===== config.mk =====
export PLATFORM = sky130hd
export DESIGN_NAME = execute_flat
export DESIGN_NICKNAME = d
export VERILOG_FILES = /design/src/rtl/lc3_pkg.sv /design/src/rtl/execute_if.sv /design/src/rtl/lc3_alu.sv /design/src/rtl/execute.sv /design/src/flat_wrapper.sv
export SDC_FILE = /design/constraint.sdc
export NUM_CORES = 1
export LEC_CHECK = 0
export ABC_CLOCK_PERIOD_IN_PS = 6550
export BUFFER_PORTS_ARGS = -buffer_cell sky130_fd_sc_hd__buf_2
export CORE_MARGIN = 8
export CORE_UTILIZATION = 40
export CTS_CLUSTER_SIZE = 8
export DETAILED_ROUTE_END_ITERATION = 16
export HOLD_SLACK_MARGIN = 0.1
export SLEW_MARGIN = 20
export SYNTH_ARGS = -nofsm -noshare
export SYNTH_HDL_FRONTEND = slang
export SYNTH_HIERARCHICAL = 1
export SYNTH_SLANG_ARGS = --single-unit

===== constraint.sdc =====
create_clock -name clock -period 6.55 [get_ports clock]
set_input_delay 0.9825 -clock clock [delete_from_list [all_inputs] [get_ports clock]]
set_output_delay 0.9825 -clock clock [all_outputs]
set_load 0.05 [all_outputs]

===== src/rtl/lc3_pkg.sv =====
// Shared LC-3 execute-stage definitions: opcodes, E_Control field layout,
// ALU/offset encodings and the sign-extension / opcode-class helpers.
package lc3_pkg;

    localparam logic [3:0] OP_BR  = 4'b0000;
    localparam logic [3:0] OP_ADD = 4'b0001;
    localparam logic [3:0] OP_LD  = 4'b0010;
    localparam logic [3:0] OP_ST  = 4'b0011;
    localparam logic [3:0] OP_AND = 4'b0101;
    localparam logic [3:0] OP_LDR = 4'b0110;
    localparam logic [3:0] OP_STR = 4'b0111;
    localparam logic [3:0] OP_NOT = 4'b1001;
    localparam logic [3:0] OP_LDI = 4'b1010;
    localparam logic [3:0] OP_STI = 4'b1011;
    localparam logic [3:0] OP_JMP = 4'b1100;
    localparam logic [3:0] OP_LEA = 4'b1110;

    // E_Control = {alu_control[1:0], pcselect1[1:0], pcselect2, op2select}
    localparam int ECTL_ALU_HI  = 5;
    localparam int ECTL_ALU_LO  = 4;
    localparam int ECTL_PCS1_HI = 3;
    localparam int ECTL_PCS1_LO = 2;
    localparam int ECTL_PCSEL2  = 1;
    localparam int ECTL_OP2SEL  = 0;

    typedef enum logic [1:0] {
        ALU_ADD  = 2'b00,
        ALU_AND  = 2'b01,
        ALU_NOT  = 2'b10,
        ALU_RSVD = 2'b11
    } alu_op_t;

    typedef enum logic [1:0] {
        PCS_OFF11 = 2'b00,
        PCS_OFF9  = 2'b01,
        PCS_OFF6  = 2'b10,
        PCS_ZERO  = 2'b11
    } pcsel1_t;

    function automatic logic [15:0] sext5(input logic [4:0] v);
        return {{11{v[4]}}, v};
    endfunction

    function automatic logic [15:0] sext6(input logic [5:0] v);
        return {{10{v[5]}}, v};
    endfunction

    function automatic logic [15:0] sext9(input logic [8:0] v);
        return {{7{v[8]}}, v};
    endfunction

    function automatic logic [15:0] sext11(input logic [10:0] v);
        return {{5{v[10]}}, v};
    endfunction

    function automatic logic is_alu_op(input logic [3:0] op);
        return (op == OP_ADD) || (op == OP_AND) || (op == OP_NOT);
    endfunction

    function automatic logic writes_dr(input logic [3:0] op);
        return is_alu_op(op) || (op == OP_LD) || (op == OP_LDR) ||
               (op == OP_LDI) || (op == OP_LEA);
    endfunction

    function automatic logic is_store(input logic [3:0] op);
        return (op == OP_ST) || (op == OP_STR) || (op == OP_STI);
    endfunction

    // JMP is an unconditional taken branch, so it presents an all-ones mask.
    function automatic logic [2:0] nzp_mask(input logic [3:0] op, input logic [2:0] cond);
        logic [2:0] m;
        m = 3'b000;
        if (op == OP_BR)
            m = cond;
        else if (op == OP_JMP)
            m = 3'b111;
        return m;
    endfunction

endpackage


===== src/rtl/execute_if.sv =====
// Decode-to-execute input bundle and execute-to-memaccess/writeback output bundle.
interface execute_if;

    // Flow control: the stage has no backpressure. When enable_execute is high
    // at a rising edge the inputs are consumed and results appear one cycle
    // later; when low the registered results hold (NZP clears).
    logic        enable_execute;
    logic [15:0] IR;
    logic [15:0] npc_in;
    logic [5:0]  E_Control;
    logic [1:0]  W_Control_in;
    logic        Mem_Control_in;
    logic [15:0] VSR1;
    logic [15:0] VSR2;
    logic        bypass_alu_1;
    logic        bypass_alu_2;
    logic        bypass_mem_1;
    logic        bypass_mem_2;
    logic [15:0] Mem_Bypass_Val;

    logic [2:0]  sr1;
    logic [2:0]  sr2;
    logic [15:0] aluout;
    logic [15:0] pcout;
    logic [2:0]  dr;
    logic [15:0] M_Data;
    logic [15:0] IR_Exec;
    logic [2:0]  NZP;
    logic [1:0]  W_Control_out;
    logic        Mem_Control_out;

    modport master (
        output enable_execute, IR, npc_in, E_Control, W_Control_in, Mem_Control_in,
               VSR1, VSR2, bypass_alu_1, bypass_alu_2, bypass_mem_1, bypass_mem_2,
               Mem_Bypass_Val,
        input  sr1, sr2, aluout, pcout, dr, M_Data, IR_Exec, NZP,
               W_Control_out, Mem_Control_out
    );

    modport slave (
        input  enable_execute, IR, npc_in, E_Control, W_Control_in, Mem_Control_in,
               VSR1, VSR2, bypass_alu_1, bypass_alu_2, bypass_mem_1, bypass_mem_2,
               Mem_Bypass_Val,
        output sr1, sr2, aluout, pcout, dr, M_Data, IR_Exec, NZP,
               W_Control_out, Mem_Control_out
    );

endinterface


===== src/rtl/lc3_alu.sv =====
// Combinational LC-3 ALU: ADD, AND, NOT(op1); the reserved encoding yields zero.
module lc3_alu
    import lc3_pkg::*;
(
    input  logic [15:0] i_op1,
    input  logic [15:0] i_op2,
    input  alu_op_t     i_alu_control,
    output logic [15:0] o_result
);

    always_comb begin
        o_result = '0;
        case (i_alu_control)
            ALU_ADD:  o_result = i_op1 + i_op2;
            ALU_AND:  o_result = i_op1 & i_op2;
            ALU_NOT:  o_result = ~i_op1;
            default:  o_result = '0;
        endcase
    end

endmodule


===== src/rtl/execute.sv =====
// LC-3 execute stage: operand bypass, ALU, effective-address adder and the
// registered results handed to memaccess/writeback (1-cycle latency).
module execute
    import lc3_pkg::*;
(
    input  logic       clock,
    input  logic       reset,
    execute_if.slave   bus
);

    logic [3:0]  w_opcode;
    logic [15:0] w_op1;
    logic [15:0] w_op2;
    logic [15:0] w_alu_b;
    logic [15:0] w_alu_result;
    logic [15:0] w_offset;
    logic [15:0] w_base;
    logic [15:0] w_addr;
    logic [2:0]  w_dr;
    logic [2:0]  w_nzp;
    alu_op_t     w_alu_ctl;
    pcsel1_t     w_pcsel1;

    logic [15:0] r_aluout;
    logic [15:0] r_pcout;
    logic [2:0]  r_dr;
    logic [15:0] r_m_data;
    logic [15:0] r_ir_exec;
    logic [2:0]  r_nzp;
    logic [1:0]  r_w_control;
    logic        r_mem_control;

    assign w_opcode  = bus.IR[15:12];
    assign w_alu_ctl = alu_op_t'(bus.E_Control[ECTL_ALU_HI:ECTL_ALU_LO]);
    assign w_pcsel1  = pcsel1_t'(bus.E_Control[ECTL_PCS1_HI:ECTL_PCS1_LO]);

    assign bus.sr1 = bus.IR[8:6];
    assign bus.sr2 = is_store(w_opcode) ? bus.IR[11:9] : bus.IR[2:0];

    // The ALU bypass carries the newer result, so it outranks the memory bypass.
    always_comb begin
        w_op1 = bus.VSR1;
        if (bus.bypass_alu_1)
            w_op1 = r_aluout;
        else if (bus.bypass_mem_1)
            w_op1 = bus.Mem_Bypass_Val;
    end

    always_comb begin
        w_op2 = bus.VSR2;
        if (bus.bypass_alu_2)
            w_op2 = r_aluout;
        else if (bus.bypass_mem_2)
            w_op2 = bus.Mem_Bypass_Val;
    end

    assign w_alu_b = bus.E_Control[ECTL_OP2SEL] ? w_op2 : sext5(bus.IR[4:0]);

    lc3_alu u_alu (
        .i_op1         (w_op1),
        .i_op2         (w_alu_b),
        .i_alu_control (w_alu_ctl),
        .o_result      (w_alu_result)
    );

    always_comb begin
        w_offset = '0;
        case (w_pcsel1)
            PCS_OFF11: w_offset = sext11(bus.IR[10:0]);
            PCS_OFF9:  w_offset = sext9(bus.IR[8:0]);
            PCS_OFF6:  w_offset = sext6(bus.IR[5:0]);
            default:   w_offset = '0;
        endcase
    end

    assign w_base = bus.E_Control[ECTL_PCSEL2] ? bus.npc_in : w_op1;
    // 16-bit modulo add: the carry out is intentionally dropped.
    assign w_addr = w_base + w_offset;
    assign w_dr   = writes_dr(w_opcode) ? bus.IR[11:9] : 3'b000;
    assign w_nzp  = nzp_mask(w_opcode, bus.IR[11:9]);

    always_ff @(posedge clock) begin
        if (reset) begin
            r_aluout      <= '0;
            r_pcout       <= '0;
            r_dr          <= '0;
            r_m_data      <= '0;
            r_ir_exec     <= '0;
            r_nzp         <= '0;
            r_w_control   <= '0;
            r_mem_control <= 1'b0;
        end else if (bus.enable_execute) begin
            r_aluout      <= is_alu_op(w_opcode) ? w_alu_result : w_addr;
            r_pcout       <= w_addr;
            r_dr          <= w_dr;
            r_m_data      <= w_op2;
            r_ir_exec     <= bus.IR;
            r_nzp         <= w_nzp;
            r_w_control   <= bus.W_Control_in;
            r_mem_control <= bus.Mem_Control_in;
        end else begin
            // A stalled stage must not let the controller see the same branch twice.
            r_nzp         <= 3'b000;
        end
    end

    assign bus.aluout          = r_aluout;
    assign bus.pcout           = r_pcout;
    assign bus.dr              = r_dr;
    assign bus.M_Data          = r_m_data;
    assign bus.IR_Exec         = r_ir_exec;
    assign bus.NZP             = r_nzp;
    assign bus.W_Control_out   = r_w_control;
    assign bus.Mem_Control_out = r_mem_control;

endmodule


===== src/flat_wrapper.sv =====
// flat-port wrapper written by rule: the top's interface ports become plain ports
module execute_flat import lc3_pkg::*;
  (clock, reset, bus_enable_execute, bus_IR, bus_npc_in, bus_E_Control, bus_W_Control_in, bus_Mem_Control_in, bus_VSR1, bus_VSR2, bus_bypass_alu_1, bus_bypass_alu_2, bus_bypass_mem_1, bus_bypass_mem_2, bus_Mem_Bypass_Val, bus_sr1, bus_sr2, bus_aluout, bus_pcout, bus_dr, bus_M_Data, bus_IR_Exec, bus_NZP, bus_W_Control_out, bus_Mem_Control_out);
  execute_if bus_i ();
  input  logic clock;
  input  logic reset;
  input wire logic [$bits(bus_i.enable_execute)-1:0] bus_enable_execute;
  input wire logic [$bits(bus_i.IR)-1:0] bus_IR;
  input wire logic [$bits(bus_i.npc_in)-1:0] bus_npc_in;
  input wire logic [$bits(bus_i.E_Control)-1:0] bus_E_Control;
  input wire logic [$bits(bus_i.W_Control_in)-1:0] bus_W_Control_in;
  input wire logic [$bits(bus_i.Mem_Control_in)-1:0] bus_Mem_Control_in;
  input wire logic [$bits(bus_i.VSR1)-1:0] bus_VSR1;
  input wire logic [$bits(bus_i.VSR2)-1:0] bus_VSR2;
  input wire logic [$bits(bus_i.bypass_alu_1)-1:0] bus_bypass_alu_1;
  input wire logic [$bits(bus_i.bypass_alu_2)-1:0] bus_bypass_alu_2;
  input wire logic [$bits(bus_i.bypass_mem_1)-1:0] bus_bypass_mem_1;
  input wire logic [$bits(bus_i.bypass_mem_2)-1:0] bus_bypass_mem_2;
  input wire logic [$bits(bus_i.Mem_Bypass_Val)-1:0] bus_Mem_Bypass_Val;
  output wire logic [$bits(bus_i.sr1)-1:0] bus_sr1;
  output wire logic [$bits(bus_i.sr2)-1:0] bus_sr2;
  output wire logic [$bits(bus_i.aluout)-1:0] bus_aluout;
  output wire logic [$bits(bus_i.pcout)-1:0] bus_pcout;
  output wire logic [$bits(bus_i.dr)-1:0] bus_dr;
  output wire logic [$bits(bus_i.M_Data)-1:0] bus_M_Data;
  output wire logic [$bits(bus_i.IR_Exec)-1:0] bus_IR_Exec;
  output wire logic [$bits(bus_i.NZP)-1:0] bus_NZP;
  output wire logic [$bits(bus_i.W_Control_out)-1:0] bus_W_Control_out;
  output wire logic [$bits(bus_i.Mem_Control_out)-1:0] bus_Mem_Control_out;
  assign bus_i.enable_execute = bus_enable_execute;
  assign bus_i.IR = bus_IR;
  assign bus_i.npc_in = bus_npc_in;
  assign bus_i.E_Control = bus_E_Control;
  assign bus_i.W_Control_in = bus_W_Control_in;
  assign bus_i.Mem_Control_in = bus_Mem_Control_in;
  assign bus_i.VSR1 = bus_VSR1;
  assign bus_i.VSR2 = bus_VSR2;
  assign bus_i.bypass_alu_1 = bus_bypass_alu_1;
  assign bus_i.bypass_alu_2 = bus_bypass_alu_2;
  assign bus_i.bypass_mem_1 = bus_bypass_mem_1;
  assign bus_i.bypass_mem_2 = bus_bypass_mem_2;
  assign bus_i.Mem_Bypass_Val = bus_Mem_Bypass_Val;
  assign bus_sr1 = bus_i.sr1;
  assign bus_sr2 = bus_i.sr2;
  assign bus_aluout = bus_i.aluout;
  assign bus_pcout = bus_i.pcout;
  assign bus_dr = bus_i.dr;
  assign bus_M_Data = bus_i.M_Data;
  assign bus_IR_Exec = bus_i.IR_Exec;
  assign bus_NZP = bus_i.NZP;
  assign bus_W_Control_out = bus_i.W_Control_out;
  assign bus_Mem_Control_out = bus_i.Mem_Control_out;
  execute u_core (.clock(clock), .reset(reset), .bus(bus_i));
endmodule

==> results.md <==
- Leakage Power: 3.35 nW
- H-tree depth: 3
- Post-Synthesis Cell Area: 5800 µm²
- RSZ-0062 raised after global routing: no
- Avg Cell Area, Syn: 7.75 µm²
- DRC viols: 0
- Wire length per cell: 18.2 µm
- Slowest stage delay, CP: 0.42 ns
- FF+latch count, synth: 73
- Setup slack at placement: 2.31 ns
- Worst Setup Slack, final: 2.64 ns
- Synth Flop Type: dfxtp_1
- Detailed Route WL: 19.6 mm
- Drt via density: 5.39
- Synth top area share: 25.2%
- Net total in the final layout: 1018
- DRT Pass-1 Iters: 5
- Routed Antenna Nets: 0
- Hold WC Path Type: reg -> reg
- Largest family of logic cells by synthesized area: simple AND/OR/NAND/NOR gates
- DR iter-0 viols: 404
- Cell count after synthesis: 749
- Comb pwr share: 40.8%
- HP Start: u_core/bus.pcout[6]
- # IOs: 175
- Metal2 WL: 8.80 mm
- Die Area: 18600 µm²
- Final HPWL DP: 14.9 mm
- WP data required: 6.75 ns
- EDFF count, synth: 0
- Area of the core: 14400 µm²
- Die Y-Extent: 136 µm
- Setup bufs post-CTS: 0
- Maximum number of pins on one net before global-route repair: 78
- Reg power frac: 29.4%
- First-pass GRT wire length: 30.7 mm
- Die X: 136 µm
- Total track usage: 21.0%
- Switching part of the total power: 41.4%
- Buffers on Ports: 174
- YS warnings: 6
- Clock skew: 0.00777 ns
- Buf/Inv on CP: 2
- Slew headroom: 41.7%
- Pwr/cell area: 251 nW/µm²
- Worst vdd ir: 184 µV
- XOR/XNOR share of the synthesized area: 3.32%
- CTS Buf Count: 9
- Top-count cell post-synth: nand2_1
- # resized after CTS: 0
- Tcrit/Tclk final: 59.7%
- Rows: 44
- Adder-Cell Fraction of Synth Area: 7.37%
- Crit path launch: bus_bypass_mem_1
- WHS Path Cells: 2
- Fin. Hold Viols: 0
- Sw Pwr: 727 µW
- Global route overflow: 0
- Final Max Slew Viols: 0
- Clock network fraction of total power: 29.8%
- Crit path kind: in -> reg
- R2r worst-path depth: 12
- Synth top area cells: dfxtp_1, mux2i_1, nand2_1
- Met3 wire length: 1.71 mm
- Starting density of the core: 40.4%
- CP max-delay cell: buf_2
- Critical path depth: 13
- Crit path capture type: flop
- Final Setup Violations: 0
- Max frequency: 0.256 GHz
- Max-Cap Viols: 0
- Worst Path Max Fanout: 16
- Worst path cell trace: buf_2 > mux2i_1 > o21ai_0 > mux2_2 > ha_1 > inv_1 > fa_1 > and2b_1 > o211ai_2 > a31oi_1 > a21oi_1 > xor2_1 > o221ai_1
- Final min period: 3.91 ns
- Post-Syn Nets: 878
- M1 WL: 8.75 mm
- Synth top cells by count: nand2_1, mux2i_1, nor2_1, dfxtp_1, o21ai_0
- Async S/R FF share, synth: 0%
- Seq/Total Area, Yosys: 25.2%
- GPL Wtd Cong: 0.938
- Clock tree buffer depth: 2
- Worst Path Arrival: 4.11 ns
- N_diodes: 0
- Initial antenna violation count: 1
- Share of cells above drive strength 1: 25.4%
- Final setup TNS: 0 ns
- CP Launch Type: input port
- Status: complete, no violations
- TritonCTS clock tree: built
- CTS Hold Bufs: 0
- Synth area leader: dfxtp_1
- FF-to-FF Start: u_core/bus.aluout[0]
- Vias in the first global route: 5878
- Worst path top cell family by delay: compound AO/OA/AOI/OAI gates
- Netlist cell types: 67
- Complex-gate fraction of the synthesized area: 19.2%
- Skew-Pair Late Insertion Delay: 0.36 ns
- Layout area overhead: 20.5%
- Tightest Pin Transition: 0.866 ns
- Via count: 5812
- Internal power: 1.03 mW
- Post-synthesis mux area share: 18.6%
- Root Driver: clkbuf_16
- Max layer used: met5
- CTS Sinks: 73
- Worst-path clk slew: 0.06 ns
- Simple-gate share of the synthesized area: 20.8%
## cells by family after synthesis
family | after synthesis
mux | 105
buf+inv | 68
simple gates | 273
compound gates | 175
fa+ha+maj | 33
xor+xnor | 22
flops | 73
## worst min-delay path: cells and delay by family (launching register included)
kind | cells | cell delay (ns)
flip-flops | 1 | 0.31
AND/OR/NAND/NOR | 1 | 0.06
AO/OA/AOI/OAI | 1 | 0.06
## layout by cell type, fill, tap and decap left out, drive strengths merged, types with 7 or more instances in the layout
cell type    n
nor3         9
nor2        81
clkbuf      10
buf        178
a311oi       9
a21oi       39
nor2b        7
inv         22
and2         9
xnor2       16
ha          31
nand2b      14
o21ai       71
nand2      122
dfxtp       73
mux2        24
mux2i       81
## path summary, 6_finish.rpt
kind,to,slack [ns]
worst min-delay path,u_core/bus.pcout[6],0.47
worst max register to register,u_core/bus.aluout[10],3.58
worst min register to register,u_core/bus.pcout[6],0.47
worst max-delay path,u_core/bus.aluout[10],2.64
## through the flow
stage	utilization [%]	hold WS [ns]	total power [mW]	cells	area, µm²
floorplan	-	0.694	1.06	749	5800
global placement	46.6	0.464	1.24	1062	6690
global route	48.7	0.511	1.85	1078	7000
detailed placement	46.6	0.462	1.24	1062	6690
CTS	48.7	0.474	1.77	1078	7000
finish	48.7	0.474	1.76	1078	7000
## power groups by stage
stage / Sequential [mW] / Clock (mW) / Combinational (mW)
2_1_floorplan: 0.660 / 0 / 0.396
3_3_place_gp: 0.525 / 0 / 0.712
3_5_place_dp: 0.525 / 0 / 0.711
4_1_cts: 0.516 / 0.537 / 0.714
5_1_grt: 0.521 / 0.552 / 0.780
6_report: 0.516 / 0.523 / 0.717
## state kept, by name, summed over array words and instances, names as in the netlist
signal / count
u_core/bus.Mem_Control_out: 1
u_core/bus.W_Control_out: 2
u_core/bus.dr: 3
u_core/bus.NZP: 3
u_core/bus.aluout: 16
u_core/bus.pcout: 16
u_core/bus.IR_Exec: 16
u_core/bus.M_Data: 16
## cell type report
| cell class | count | area (µm²) |
|---|---|---|
| fillers | 1459 | 7370 |
| clock buffers | 10 | 229 |
| clock inverters | 6 | 75.1 |
| inverters | 19 | 71.3 |
| well taps | 184 | 230 |
| multi-input cells | 608 | 4030 |
| repair buffers | 178 | 903 |
| flip-flops and latches | 73 | 1460 |
## routing by layer
layer  vias up  track usage [%]
met5         -                0
met4         2             6.22
met3        22             7.46
met2       198             33.1
met1      2660             26.3
li1       2930                -
No activity file was read; power rests on OpenSTA's default activity.
